### config.mk
export PLATFORM = sky130hd
export DESIGN_NAME = st_packet_arbiter
export DESIGN_NICKNAME = d
export VERILOG_FILES = /design/src/rtl/st_packet_arbiter.sv
export SDC_FILE = /design/constraint.sdc
export NUM_CORES = 1
export LEC_CHECK = 0
export BUFFER_PORTS_ARGS = -buffer_cell sky130_fd_sc_hd__buf_4
export CAP_MARGIN = 20
export CORE_MARGIN = 3
export CORE_UTILIZATION = 25
export DETAILED_ROUTE_END_ITERATION = 6
export GPL_TIMING_DRIVEN = 0
export PLACE_DENSITY = 0.69
export SLEW_MARGIN = 20
export SYNTH_ARGS = -nofsm -noshare
export SYNTH_HDL_FRONTEND = slang
export SYNTH_SLANG_ARGS = --single-unit
### constraint.sdc
create_clock -name clk -period 1.6 [get_ports clk]
set_clock_uncertainty 0.05 [all_clocks]
set_input_delay 0.16 -clock clk [delete_from_list [all_inputs] [get_ports clk]]
set_output_delay 0.16 -clock clk [all_outputs]
set_load 0.1 [all_outputs]
### src/rtl/st_packet_arbiter.sv
// Packet-granular Avalon-ST arbiter: NUM_REQ sinks share one source, whole packets at a time.
// Round-robin by default; define ST_ARB_FIXED_PRIORITY_EN for lowest-index-wins priority.
module st_packet_arbiter #(
  parameter int NUM_REQ    = 4,
  parameter int DATA_WIDTH = 16,
  localparam int IDX_WIDTH = (NUM_REQ > 1) ? $clog2(NUM_REQ) : 1
) (
  input  logic                          clk,
  input  logic                          reset,
  output logic [NUM_REQ-1:0]            st_sink_ready,
  input  logic [NUM_REQ*DATA_WIDTH-1:0] st_sink_data,
  input  logic [NUM_REQ-1:0]            st_sink_startofpacket,
  input  logic [NUM_REQ-1:0]            st_sink_endofpacket,
  input  logic [NUM_REQ-1:0]            st_sink_valid,
  input  logic                          st_source_ready,
  output logic [DATA_WIDTH-1:0]         st_source_data,
  output logic                          st_source_startofpacket,
  output logic                          st_source_endofpacket,
  output logic                          st_source_valid,
  output logic [IDX_WIDTH-1:0]          grant_idx,
  output logic                          busy
);

  typedef enum logic {IDLE, LOCKED} state_t;

  state_t               state_q, state_d;
  logic [IDX_WIDTH-1:0] grant_idx_q, grant_idx_d;
  logic [IDX_WIDTH-1:0] rr_ptr;
  logic [IDX_WIDTH-1:0] winner;
  logic                 any_valid;
  logic                 xfer;
  logic [DATA_WIDTH-1:0] sink_data [NUM_REQ];

  generate
    for (genvar gi = 0; gi < NUM_REQ; gi++) begin : g_unpack
      assign sink_data[gi] = st_sink_data[gi*DATA_WIDTH +: DATA_WIDTH];
    end
  endgenerate

  // Search upward from rr_ptr; explicit wrap keeps odd NUM_REQ in range.
  always_comb begin
    int                   cand;
    logic [IDX_WIDTH-1:0] cand_idx;
    cand      = 0;
    cand_idx  = '0;
    winner    = '0;
    any_valid = 1'b0;
    for (int k = 0; k < NUM_REQ; k++) begin
      cand = int'(rr_ptr) + k;
      if (cand >= NUM_REQ) cand = cand - NUM_REQ;
      cand_idx = IDX_WIDTH'(cand);
      if (!any_valid && st_sink_valid[cand_idx]) begin
        any_valid = 1'b1;
        winner    = cand_idx;
      end
    end
  end

  always_comb begin
    st_sink_ready           = '0;
    st_source_data          = '0;
    st_source_startofpacket = 1'b0;
    st_source_endofpacket   = 1'b0;
    st_source_valid         = 1'b0;
    if (state_q == LOCKED) begin
      st_source_data               = sink_data[grant_idx_q];
      st_source_startofpacket      = st_sink_startofpacket[grant_idx_q];
      st_source_endofpacket        = st_sink_endofpacket[grant_idx_q];
      st_source_valid              = st_sink_valid[grant_idx_q];
      st_sink_ready[grant_idx_q]   = st_source_ready;
    end
  end

  assign xfer = st_source_valid && st_source_ready;

  always_comb begin
    state_d     = state_q;
    grant_idx_d = grant_idx_q;
    case (state_q)
      IDLE: begin
        if (any_valid) begin
          grant_idx_d = winner;
          state_d     = LOCKED;
        end
      end
      LOCKED: begin
        if (xfer && st_source_endofpacket) state_d = IDLE;
      end
      default: state_d = IDLE;
    endcase
  end

`ifdef ST_ARB_FIXED_PRIORITY_EN
  assign rr_ptr = '0;
`else
  logic [IDX_WIDTH-1:0] rr_ptr_q, rr_ptr_d;

  always_comb begin
    rr_ptr_d = rr_ptr_q;
    if (state_q == LOCKED && xfer && st_source_endofpacket) begin
      rr_ptr_d = (grant_idx_q == IDX_WIDTH'(NUM_REQ - 1)) ? '0 : grant_idx_q + 1'b1;
    end
  end

  always_ff @(posedge clk or posedge reset) begin
    if (reset) rr_ptr_q <= '0;
    else       rr_ptr_q <= rr_ptr_d;
  end

  assign rr_ptr = rr_ptr_q;
`endif

  always_ff @(posedge clk or posedge reset) begin
    if (reset) begin
      state_q     <= IDLE;
      grant_idx_q <= '0;
    end else begin
      state_q     <= state_d;
      grant_idx_q <= grant_idx_d;
    end
  end

  assign grant_idx = grant_idx_q;
  assign busy      = (state_q == LOCKED);

endmodule

After elaboration in Yosys (flattened, before gate mapping)
Cells that the tools add are included.
{"block": "totals", "ff_bits": 5, "input_bits": 79, "out_inout_bits": 26, "wordCells": 78}
{"block": "classes", "addsub": 8, "n_lt_le_gt_ge": 11, "eq_ne": 1, "muxes": 40, "n_bitwise": 3, "reduce_logical": 12}
{"op": "two-way mux 16 bit", "count": 3}
{"op": "binary-select mux 16 bit (select 2 bit)", "count": 1}
{"op": "two-way mux 2 bit", "count": 9}
{"op": "two-way mux 1 bit", "count": 17}
{"op": "less-than comparator 2 x 3 -> 1 bit (second input constant)", "count": 5}
{"op": "binary-select mux 1 bit (select 2 bit)", "count": 7}
{"op": ">= comparator 3 bit (second input constant)", "count": 4}
{"op": "logical AND 1 bit", "count": 8}
{"op": "subtractor 2 x 1 -> 2 bit (second input constant)", "count": 4}
{"op": "adder 2 x 2 -> 3 bit (second input constant)", "count": 2}
{"op": "AND 4 bit", "count": 1}
{"op": "two-way mux 4 bit", "count": 1}
{"op": "adder 2 x 1 -> 3 bit (second input constant)", "count": 1}
{"op": ">= comparator 2 x 3 -> 1 bit (second input constant)", "count": 1}
{"op": "logical NOT 1 bit", "count": 3}
{"op": "inverter 2 -> 3 bit", "count": 1}
{"op": "adder 2 x 1 -> 2 bit (second input constant)", "count": 1}
{"op": "demux 1 bit (select 2 bit)", "count": 1}
{"op": "equality test 2 bit (second input constant)", "count": 1}
{"op": ">= comparator 2 x 1 -> 1 bit (second input constant)", "count": 1}
{"op": "one-hot mux 1 bit (2 select lines)", "count": 1}
{"op": "AND reduction 2 bit", "count": 1}
{"op": "inverter 1 bit", "count": 1}

Logic depth before layout (Yosys ltp)
Gate-level depths: netlist of run 1.
{"block": "depth", "word_depth": 16, "mapped_depth": 5, "ltp_nobuf": 4}

Least setup slack after synthesis of run 1
Ideal clock, no wire load.
{"block": "synth_path", "kind": "register to output", "from": "register grant_idx_q[1], in the netlist grant_idx[1]", "to": "output port st_source_data[0]", "arrival_ps": 2450, "required_ps": 1390, "slack_ps": -1060, "stages_incl_launch_ff": 5, "n_path_buf": 2, "cell_sequence": "dfrtp_1 > buf_2 > buf_2 > mux4_2 > and2_1"}
{"block": "synth_between", "elab_chain_len": 5}
{"item": "from (decl)", "line_no": "27", "rtl": "logic [IDX_WIDTH-1:0] grant_idx_q, grant_idx_d;"}
{"item": "from (signal assigned)", "line_no": "119", "rtl": "grant_idx_q <= grant_idx_d;"}
{"item": "inverter 2 -> 3 bit (implied by the code)", "line_no": "66", "rtl": "st_source_data = sink_data[grant_idx_q];"}
{"item": "binary-select mux 16 bit (select 2 bit)", "line_no": "66"}
{"item": "two-way mux 16 bit (implied by the code) (2 in a row)", "line_no": "66"}
{"item": "two-way mux 16 bit", "line_no": "65", "rtl": "if (state_q == LOCKED) begin"}
{"item": "to (decl)", "line_no": "16", "rtl": "output logic [DATA_WIDTH-1:0] st_source_data,"}
Every way passes these cells. The select of a mux whose other input is x is not followed.

Worst setup path after layout of run 1
{"block": "layout_path", "from": "register grant_idx_q[0], in the netlist grant_idx[0]", "to": "output port st_source_data[15]"}
Same word-level chain as after synthesis.

==> impl_metrics.xml, run 1 <==
<?xml version="1.0" encoding="UTF-8"?>
<metrics>
  <group name="status">
    <metric name="status" unit="">complete, but fails checks</metric>
    <metric name="failed_checks" unit="">negative setup slack</metric>
  </group>
  <group name="critical_path">
    <metric name="critical_path_peak_fanout" unit="">4</metric>
    <metric name="rr_worst_depth" unit="">5</metric>
    <metric name="critPathMostFrequentCell" unit="">sky130_fd_sc_hd__buf_12</metric>
    <metric name="worstReg2RegEnd" unit="">rr_ptr[1]</metric>
    <metric name="endpoint_kind" unit="">output port</metric>
    <metric name="timing.setup.critical_path_class" unit="">reg -&gt; out</metric>
    <metric name="worst-endpoint-required" unit="ps">1390</metric>
    <metric name="cp-start-kind" unit="">flip-flop</metric>
    <metric name="crit_family" unit="">flip-flops</metric>
    <metric name="crit_slowest_cell" unit="">sky130_fd_sc_hd__dfrtp_4</metric>
    <metric name="worstReg2RegStart" unit="">grant_idx[0]</metric>
    <metric name="r2r_setup_slk" unit="ps">-220</metric>
    <metric name="worstPathArrival" unit="ps">1750</metric>
    <metric name="critical_path.max_stage_delay" unit="ps">480</metric>
    <metric name="worst-path-buf-inv" unit="">3</metric>
    <metric name="crit_path_cell_trace" unit="">buf_12 &gt; buf_4 &gt; mux4_2 &gt; and2_4 &gt; buf_12</metric>
  </group>
  <group name="grt">
    <metric name="grt_start_max_net_pins" unit="">11</metric>
    <metric name="grt_antenna_before_repair" unit="">0</metric>
    <metric name="grt_first_pass_wirelength" unit="um">6280</metric>
    <metric name="grtUsageTotal" unit="">0.177</metric>
    <metric name="grt_remaining_overflow" unit="">0</metric>
    <metric name="grt_pass1_vias" unit="">1315</metric>
  </group>
  <group name="sta">
    <metric name="rsz0062_at_grt" unit="">true</metric>
    <metric name="timing.max_slew.rel_slack" unit="">0.627</metric>
    <metric name="finalHoldViolCount" unit="">0</metric>
    <metric name="setup_viol" unit="">26</metric>
    <metric name="post_route_worst_setup_slack" unit="ps">-359</metric>
    <metric name="timing.final.crit_period" unit="ps">1960</metric>
    <metric name="max_slew.worst_pin.slew" unit="ps">554</metric>
    <metric name="layout_worst_path_cycle_share" unit="">1.22</metric>
    <metric name="clock.fmax" unit="GHz">0.510</metric>
    <metric name="timing_max_transition_violations_final" unit="">0</metric>
  </group>
  <group name="final_layout">
    <metric name="fillCellCount" unit="">283</metric>
    <metric name="inserted_diodes" unit="">0</metric>
    <metric name="postLayoutCellArea" unit="mm^2">0.00249</metric>
    <metric name="layout_nets" unit="">290</metric>
    <metric name="mostFrequentLayoutCells" unit="">sky130_fd_sc_hd__buf_4, sky130_fd_sc_hd__buf_12, sky130_fd_sc_hd__mux4_2, sky130_fd_sc_hd__and2_4, sky130_fd_sc_hd__inv_1</metric>
    <metric name="final_layout_size_suffix_gt1_frac" unit="">0.879</metric>
    <metric name="area_delta_synth_final" unit="%">154</metric>
    <metric name="most_common_library_cell_in_the_layout_ignoring_fill_and_taps" unit="">sky130_fd_sc_hd__buf_4</metric>
    <metric name="post-route-util" unit="">0.670</metric>
  </group>
  <group name="cts">
    <metric name="worst_setup_hold_path_clk_slew" unit="ps">40</metric>
    <metric name="clkLatencyLatePin" unit="ps">220</metric>
    <metric name="number_of_buffers_inserted_during_clock_tree_synthesis" unit="">3</metric>
    <metric name="tritoncts" unit="">done</metric>
    <metric name="clock-root-buffer" unit="">sky130_fd_sc_hd__clkbuf_8</metric>
    <metric name="clock_tree.buffer_depth" unit="">2</metric>
    <metric name="clock_sinks" unit="">5</metric>
    <metric name="ctsHtreeMaxLevel" unit="">1</metric>
  </group>
  <group name="synth">
    <metric name="synthCells" unit="">82</metric>
    <metric name="post_synthesis_cell_area" unit="um^2">981</metric>
    <metric name="synth-seq-cells" unit="">5</metric>
    <metric name="postSynthAreaPerCell" unit="um^2">12.0</metric>
    <metric name="seq_area_frac_synth" unit="">0.128</metric>
    <metric name="yosys_warnings" unit="">0</metric>
    <metric name="postSynthNetCount" unit="">165</metric>
    <metric name="synth.distinct_cells" unit="">27</metric>
  </group>
  <group name="routing">
    <metric name="route.final.wire_length" unit="um">4370</metric>
    <metric name="first_iter_violations" unit="">67</metric>
    <metric name="drt_pass1_iterations" unit="">4</metric>
    <metric name="drcViolationCount" unit="">0</metric>
    <metric name="avgRoutedWirePerCell" unit="um">17.2</metric>
    <metric name="vias_cell" unit="">4.91</metric>
    <metric name="route.vias.total" unit="">1248</metric>
    <metric name="drtAntennaViolNets" unit="">0</metric>
  </group>
  <group name="hold_path">
    <metric name="holdPathEnd" unit="">rr_ptr[0]</metric>
    <metric name="min_delay_path_depth" unit="">3</metric>
    <metric name="worstHoldStart" unit="">st_source_ready</metric>
    <metric name="type_of_the_most_critical_hold_path" unit="">in -&gt; reg</metric>
  </group>
  <group name="floorplan">
    <metric name="pin_count" unit="">105</metric>
    <metric name="core" unit="mm^2">0.00372</metric>
    <metric name="initial_core_util" unit="">0.264</metric>
    <metric name="rows" unit="">22</metric>
    <metric name="fp.dieArea" unit="mm^2">0.00471</metric>
    <metric name="dieHeight" unit="um">68.6</metric>
    <metric name="fp.dieW" unit="um">68.6</metric>
  </group>
  <group name="place">
    <metric name="detailed_place.area" unit="mm^2">0.00191</metric>
    <metric name="numPortBuffers" unit="">104</metric>
    <metric name="finalWeightedCongestion" unit="">0.800</metric>
    <metric name="dp.final_hpwl" unit="um">3160</metric>
  </group>
  <group name="run">
    <metric name="cap_violations" unit="">0</metric>
  </group>
</metrics>
[synth_stat cells]
cell type                  number  area (um^2)
sky130_fd_sc_hd__nand4_2        1         12.5
sky130_fd_sc_hd__o221ai_1       1         8.76
sky130_fd_sc_hd__mux4_2        12          270
sky130_fd_sc_hd__a21boi_1       1         7.51
sky130_fd_sc_hd__nor2b_1        1         6.26
sky130_fd_sc_hd__nor4_1         1         6.26
sky130_fd_sc_hd__a221o_1        1         10.0
sky130_fd_sc_hd__o21ai_0        1         5.00
sky130_fd_sc_hd__and2_1        19          119
sky130_fd_sc_hd__dfrtp_1        5          125
sky130_fd_sc_hd__ha_1           4         50.1
sky130_fd_sc_hd__nand2b_1       2         12.5
sky130_fd_sc_hd__mux2_4         1         15.0
sky130_fd_sc_hd__mux4_1         7          184
sky130_fd_sc_hd__buf_12         1         20.0
sky130_fd_sc_hd__nand2_1        1         3.75
sky130_fd_sc_hd__buf_6          1         11.3
sky130_fd_sc_hd__a21o_1         1         7.51
sky130_fd_sc_hd__o22ai_1        1         6.26
sky130_fd_sc_hd__mux2i_1        1         10.0
sky130_fd_sc_hd__a21oi_1        2         10.0
sky130_fd_sc_hd__buf_2          2         10.0
sky130_fd_sc_hd__nor2_1         2         7.51
sky130_fd_sc_hd__and3_1         4         25.0
sky130_fd_sc_hd__o31ai_1        1         7.51
sky130_fd_sc_hd__clkbuf_1       2         7.51
sky130_fd_sc_hd__inv_1          6         22.5
[stage by stage]
stage               cells  setup WS (ps)  TNS [ps]  hold slack, ps
floorplan              82           -331     -5880            -112
global placement      234           -284     -4380            21.7
detailed placement    234           -318     -4550            27.9
CTS                   251           -370     -7300             227
global route          254           -394     -8080             242
finish                254           -359     -7350             242
[registers in the layout, indices dropped and copies added (netlist names)]
register   count
rr_ptr         2
busy           1
grant_idx      2
[worst reg2reg max path, delay by kind of cell (launching register included)]
family	cells	cell delay [ps]
muxes	2	740
buffers and inverters	2	320
DFF	1	480
and+or+nand+nor	1	110
[worst max-delay path by stage]
| stage | startpoint | endpoint | cells after the start |
|---|---|---|---|
| after floorplan | grant_idx[0] | st_source_data[0] | 4 |
| after global placement | grant_idx[0] | st_source_data[6] | 5 |
| after detailed placement | grant_idx[0] | st_source_data[5] | 5 |
| after CTS | grant_idx[0] | st_source_data[5] | 5 |
| after global routing | grant_idx[0] | st_source_data[11] | 5 |
| final | grant_idx[0] | st_source_data[15] | 5 |
[cells by family (layout without fill, tap and decap cells)]
group | count (synthesis) | in the layout | synth area share
AOI/OAI and AO/OA | 9 | 9 | 0.0638
and+or+nand+nor | 31 | 31 | 0.196
adders and majority gates | 4 | 4 | 0.0510
buffers and inverters | 12 | 136 | 0.0727
muxes | 21 | 21 | 0.489
DFF | 5 | 5 | 0.128
[final cells by class]
class / count / area [um^2] / share of cell area
repair buffers: 120 / 1250 / 0.502
inverters: 6 / 42.5 / 0.0171
plain buffers: 6 / 83.8 / 0.0337
well taps: 48 / 60.1 / 0.0241
flip-flops and latches: 5 / 134 / 0.0537
multi-input cells: 65 / 875 / 0.351
clock buffers: 4 / 45.0 / 0.0181
[routing by layer]
metal  track usage  wire length (um)  part of all wire
met3        0.0259               251             0.057
met2         0.334              2510              0.57
met1         0.213              1580              0.36
met5             0                 0                 0
met4        0.0298                34            0.0078
[timing repair]
item                       CTS  global route
hold endpoints to repair     5             0
cloned                       2             0
pin swaps                    0             2
gates resized for setup     95             7
hold buffers                 1             0
setup buffers               10             3
setup endpoints to repair   23            26
Power of run 1 is not shown: default switching activity piles up to over one toggle a cycle in this logic, so the estimate is an artifact.
==> run 2, diff against run 1 <==
--- a/config.mk
+++ b/config.mk
@@ -5,13 +5,14 @@
 export SDC_FILE = /design/constraint.sdc
 export NUM_CORES = 1
 export LEC_CHECK = 0
+export ABC_AREA = 1
 export BUFFER_PORTS_ARGS = -buffer_cell sky130_fd_sc_hd__buf_4
 export CAP_MARGIN = 20
 export CORE_MARGIN = 3
 export CORE_UTILIZATION = 25
 export DETAILED_ROUTE_END_ITERATION = 6
 export GPL_TIMING_DRIVEN = 0
-export PLACE_DENSITY = 0.69
+export PLACE_DENSITY = 0.64
 export SLEW_MARGIN = 20
 export SYNTH_ARGS = -nofsm -noshare
 export SYNTH_HDL_FRONTEND = slang
==> impl_metrics.xml, run 2 <==
<?xml version="1.0" encoding="UTF-8"?>
<metrics>
  <group name="sta">
    <metric name="clock.fmax" unit="GHz">0.536</metric>
    <metric name="max_slew.worst_pin.slew" unit="ps">281</metric>
    <metric name="timing.final.crit_period" unit="ps">1870</metric>
    <metric name="hold_slack_final" unit="ps">186</metric>
    <metric name="timing_max_transition_violations_final" unit="">0</metric>
    <metric name="setup_viol" unit="">26</metric>
    <metric name="finalHoldViolCount" unit="">0</metric>
    <metric name="timing.max_slew.rel_slack" unit="">0.814</metric>
    <metric name="layout_worst_path_cycle_share" unit="">1.17</metric>
    <metric name="rsz0062_at_grt" unit="">true</metric>
    <metric name="post_route_worst_setup_slack" unit="ps">-266</metric>
  </group>
  <group name="critical_path">
    <metric name="timing.setup.critical_path_class" unit="">reg -&gt; out</metric>
    <metric name="critPathMostFrequentCell" unit="">sky130_fd_sc_hd__buf_8</metric>
    <metric name="worst-endpoint-required" unit="ps">1390</metric>
    <metric name="worstReg2RegEnd" unit="">rr_ptr[0]</metric>
    <metric name="cp-start-kind" unit="">flip-flop</metric>
    <metric name="worstReg2RegStart" unit="">grant_idx[0]</metric>
    <metric name="r2r_setup_slk" unit="ps">-90</metric>
    <metric name="worstPathArrival" unit="ps">1660</metric>
    <metric name="critical_path.max_stage_delay" unit="ps">520</metric>
    <metric name="critical_path_peak_fanout" unit="">6</metric>
    <metric name="crit_path_cell_trace" unit="">buf_8 &gt; buf_8 &gt; nor2_2 &gt; nor2_4 &gt; o21ai_2 &gt; a21oi_4 &gt; buf_12</metric>
    <metric name="rr_worst_depth" unit="">9</metric>
    <metric name="endpoint_kind" unit="">output port</metric>
    <metric name="crit_slowest_cell" unit="">sky130_fd_sc_hd__dfrtp_4</metric>
  </group>
  <group name="floorplan">
    <metric name="fp.dieArea" unit="mm^2">0.00590</metric>
    <metric name="core" unit="mm^2">0.00479</metric>
    <metric name="pin_count" unit="">105</metric>
    <metric name="fp.dieW" unit="um">76.8</metric>
    <metric name="dieHeight" unit="um">76.8</metric>
    <metric name="initial_core_util" unit="">0.262</metric>
    <metric name="rows" unit="">25</metric>
  </group>
  <group name="routing">
    <metric name="route.final.wire_length" unit="um">7180</metric>
    <metric name="drtAntennaViolNets" unit="">0</metric>
    <metric name="vias_cell" unit="">4.89</metric>
    <metric name="first_iter_violations" unit="">47</metric>
    <metric name="route.vias.total" unit="">2165</metric>
    <metric name="drcViolationCount" unit="">0</metric>
    <metric name="avgRoutedWirePerCell" unit="um">16.2</metric>
    <metric name="drt_pass1_iterations" unit="">4</metric>
  </group>
  <group name="grt">
    <metric name="grt_antenna_before_repair" unit="">0</metric>
    <metric name="grt_first_pass_wirelength" unit="um">9350</metric>
    <metric name="grtUsageTotal" unit="">0.190</metric>
    <metric name="grt_remaining_overflow" unit="">0</metric>
    <metric name="grt_pass1_vias" unit="">2008</metric>
    <metric name="grt_start_max_net_pins" unit="">12</metric>
  </group>
  <group name="hold_path">
    <metric name="worstHoldStart" unit="">st_source_ready</metric>
    <metric name="min_delay_path_depth" unit="">3</metric>
    <metric name="type_of_the_most_critical_hold_path" unit="">in -&gt; reg</metric>
    <metric name="holdPathEnd" unit="">rr_ptr[1]</metric>
  </group>
  <group name="synth">
    <metric name="number_of_flops_mapped_to_enable_cells_by_yosys" unit="">0</metric>
    <metric name="yosys_most_used_dff" unit="">sky130_fd_sc_hd__dfrtp_1</metric>
    <metric name="postSynthNetCount" unit="">327</metric>
    <metric name="most_numerous_cell_in_the_yosys_netlist" unit="">sky130_fd_sc_hd__nor2_1</metric>
    <metric name="seq_area_frac_synth" unit="">0.0998</metric>
    <metric name="netlist.area_leader.share" unit="">0.237</metric>
    <metric name="synth_top_cells_by_area" unit="">sky130_fd_sc_hd__nor2_1, sky130_fd_sc_hd__nand2_1, sky130_fd_sc_hd__o21ai_1, sky130_fd_sc_hd__dfrtp_1, sky130_fd_sc_hd__a21oi_1</metric>
    <metric name="synth_top_cell_by_area" unit="">sky130_fd_sc_hd__nor2_1</metric>
    <metric name="postSynthAreaPerCell" unit="um^2">5.14</metric>
    <metric name="yosys_warnings" unit="">0</metric>
    <metric name="post_synthesis_cell_area" unit="mm^2">0.00125</metric>
    <metric name="synth.distinct_cells" unit="">22</metric>
    <metric name="synth-seq-cells" unit="">5</metric>
    <metric name="synth_common_cells" unit="">sky130_fd_sc_hd__nor2_1, sky130_fd_sc_hd__nand2_1, sky130_fd_sc_hd__o21ai_1</metric>
    <metric name="synthCells" unit="">244</metric>
    <metric name="ys_async_sr_fraction" unit="">1.00</metric>
  </group>
  <group name="cts">
    <metric name="number_of_buffers_inserted_during_clock_tree_synthesis" unit="">3</metric>
    <metric name="ctsHtreeMaxLevel" unit="">1</metric>
    <metric name="clkLatencyLatePin" unit="ps">230</metric>
    <metric name="clock-root-buffer" unit="">sky130_fd_sc_hd__clkbuf_8</metric>
    <metric name="tritoncts" unit="">done</metric>
    <metric name="clock_tree.buffer_depth" unit="">2</metric>
    <metric name="clock_sinks" unit="">5</metric>
    <metric name="worst_setup_hold_path_clk_slew" unit="ps">40</metric>
  </group>
  <group name="status">
    <metric name="status" unit="">complete, but fails checks</metric>
    <metric name="failed_checks" unit="">negative setup slack</metric>
  </group>
  <group name="place">
    <metric name="finalWeightedCongestion" unit="">0.875</metric>
    <metric name="dp.final_hpwl" unit="um">4120</metric>
    <metric name="numPortBuffers" unit="">104</metric>
  </group>
  <group name="run">
    <metric name="cap_violations" unit="">0</metric>
  </group>
  <group name="final_layout">
    <metric name="mostFrequentLayoutCells" unit="">sky130_fd_sc_hd__buf_4, sky130_fd_sc_hd__nand2_1, sky130_fd_sc_hd__nor2_1, sky130_fd_sc_hd__o21ai_2, sky130_fd_sc_hd__buf_12</metric>
    <metric name="area_delta_synth_final" unit="%">183</metric>
    <metric name="final_layout_size_suffix_gt1_frac" unit="">0.729</metric>
    <metric name="most_common_library_cell_in_the_layout_ignoring_fill_and_taps" unit="">sky130_fd_sc_hd__buf_4</metric>
    <metric name="inserted_diodes" unit="">0</metric>
    <metric name="layout_nets" unit="">460</metric>
  </group>
</metrics>
run 2: changes by cell type after synthesis, sizes merged, moves of 4 or more:
| cell | before | now |
|---|---|---|
| a21oi | 2 | 20 |
| and2 | 19 | 1 |
| and3 | 4 | 0 |
| buf | 4 | 11 |
| inv | 6 | 18 |
| mux4 | 19 | 0 |
| nand2 | 1 | 49 |
| nand3 | 0 | 9 |
| nor2 | 2 | 81 |
| o21ai | 1 | 40 |
run 2: logic make-up after synthesis:
| group | Yosys count | synth area share |
|---|---|---|
| simple gates | 142 | 0.485 |
| compound gates | 60 | 0.243 |
| flops | 5 | 0.0998 |
| fa+ha+maj | 4 | 0.0399 |
| buf+inv | 33 | 0.133 |
run 2: what timing repair did:
item / in CTS / in global routing
gates resized for setup: 126 / 83
pin swaps: 18 / 33
setup endpoints to repair: 22 / 26
gates cloned: 3 / 6
hold buffers: 1 / 0
endpoints found under the hold margin: 5 / 0
setup buffers: 9 / 5
run 2: how the worst max path moves through the flow:
stage,startpoint,to,depth (start not counted)
floorplan,grant_idx[1],rr_ptr[0],8
global placement,grant_idx[0],st_source_data[5],5
detailed placement,grant_idx[0],st_source_data[7],5
CTS,grant_idx[1],st_source_data[0],7
global route,grant_idx[0],st_source_data[0],7
finish,grant_idx[0],st_source_data[0],7
run 2: critical path: cells and delay by family (launching register included):
kind / cells / cell delay [ps]
AND/OR/NAND/NOR: 2 / 240
flip-flops: 1 / 520
buffers and inverters: 3 / 480
AO/OA/AOI/OAI: 2 / 170
run 2: layout make-up:
class,count,area (um^2)
multi-input cells,206,1560
repair buffers,128,1400
fillers,346,1240
plain buffers,15,254
flip-flops and latches,5,136
well taps,67,83.8
inverters,18,75.1
clock buffers,4,45.0
run 2: stage by stage:
step	setup TNS [ps]	utilization	setup slack (ps)	std cells	area (um^2)
finish	-4820	0.742	-266	443	3550
floorplan	-9030	-	-516	244	1540
global placement	-3920	0.502	-274	415	2400
CTS	-3470	0.642	-190	432	3070
detailed placement	-4020	0.502	-285	415	2400
global route	-6150	0.742	-292	443	3550
run 2: routing by layer:
layer | track usage | routed length, um
met3 | 0.0340 | 465
met4 | 0.0272 | 48
met5 | 0 | 0
met2 | 0.350 | 3950
met1 | 0.232 | 2720
Power of run 2 is left out for the same reason.
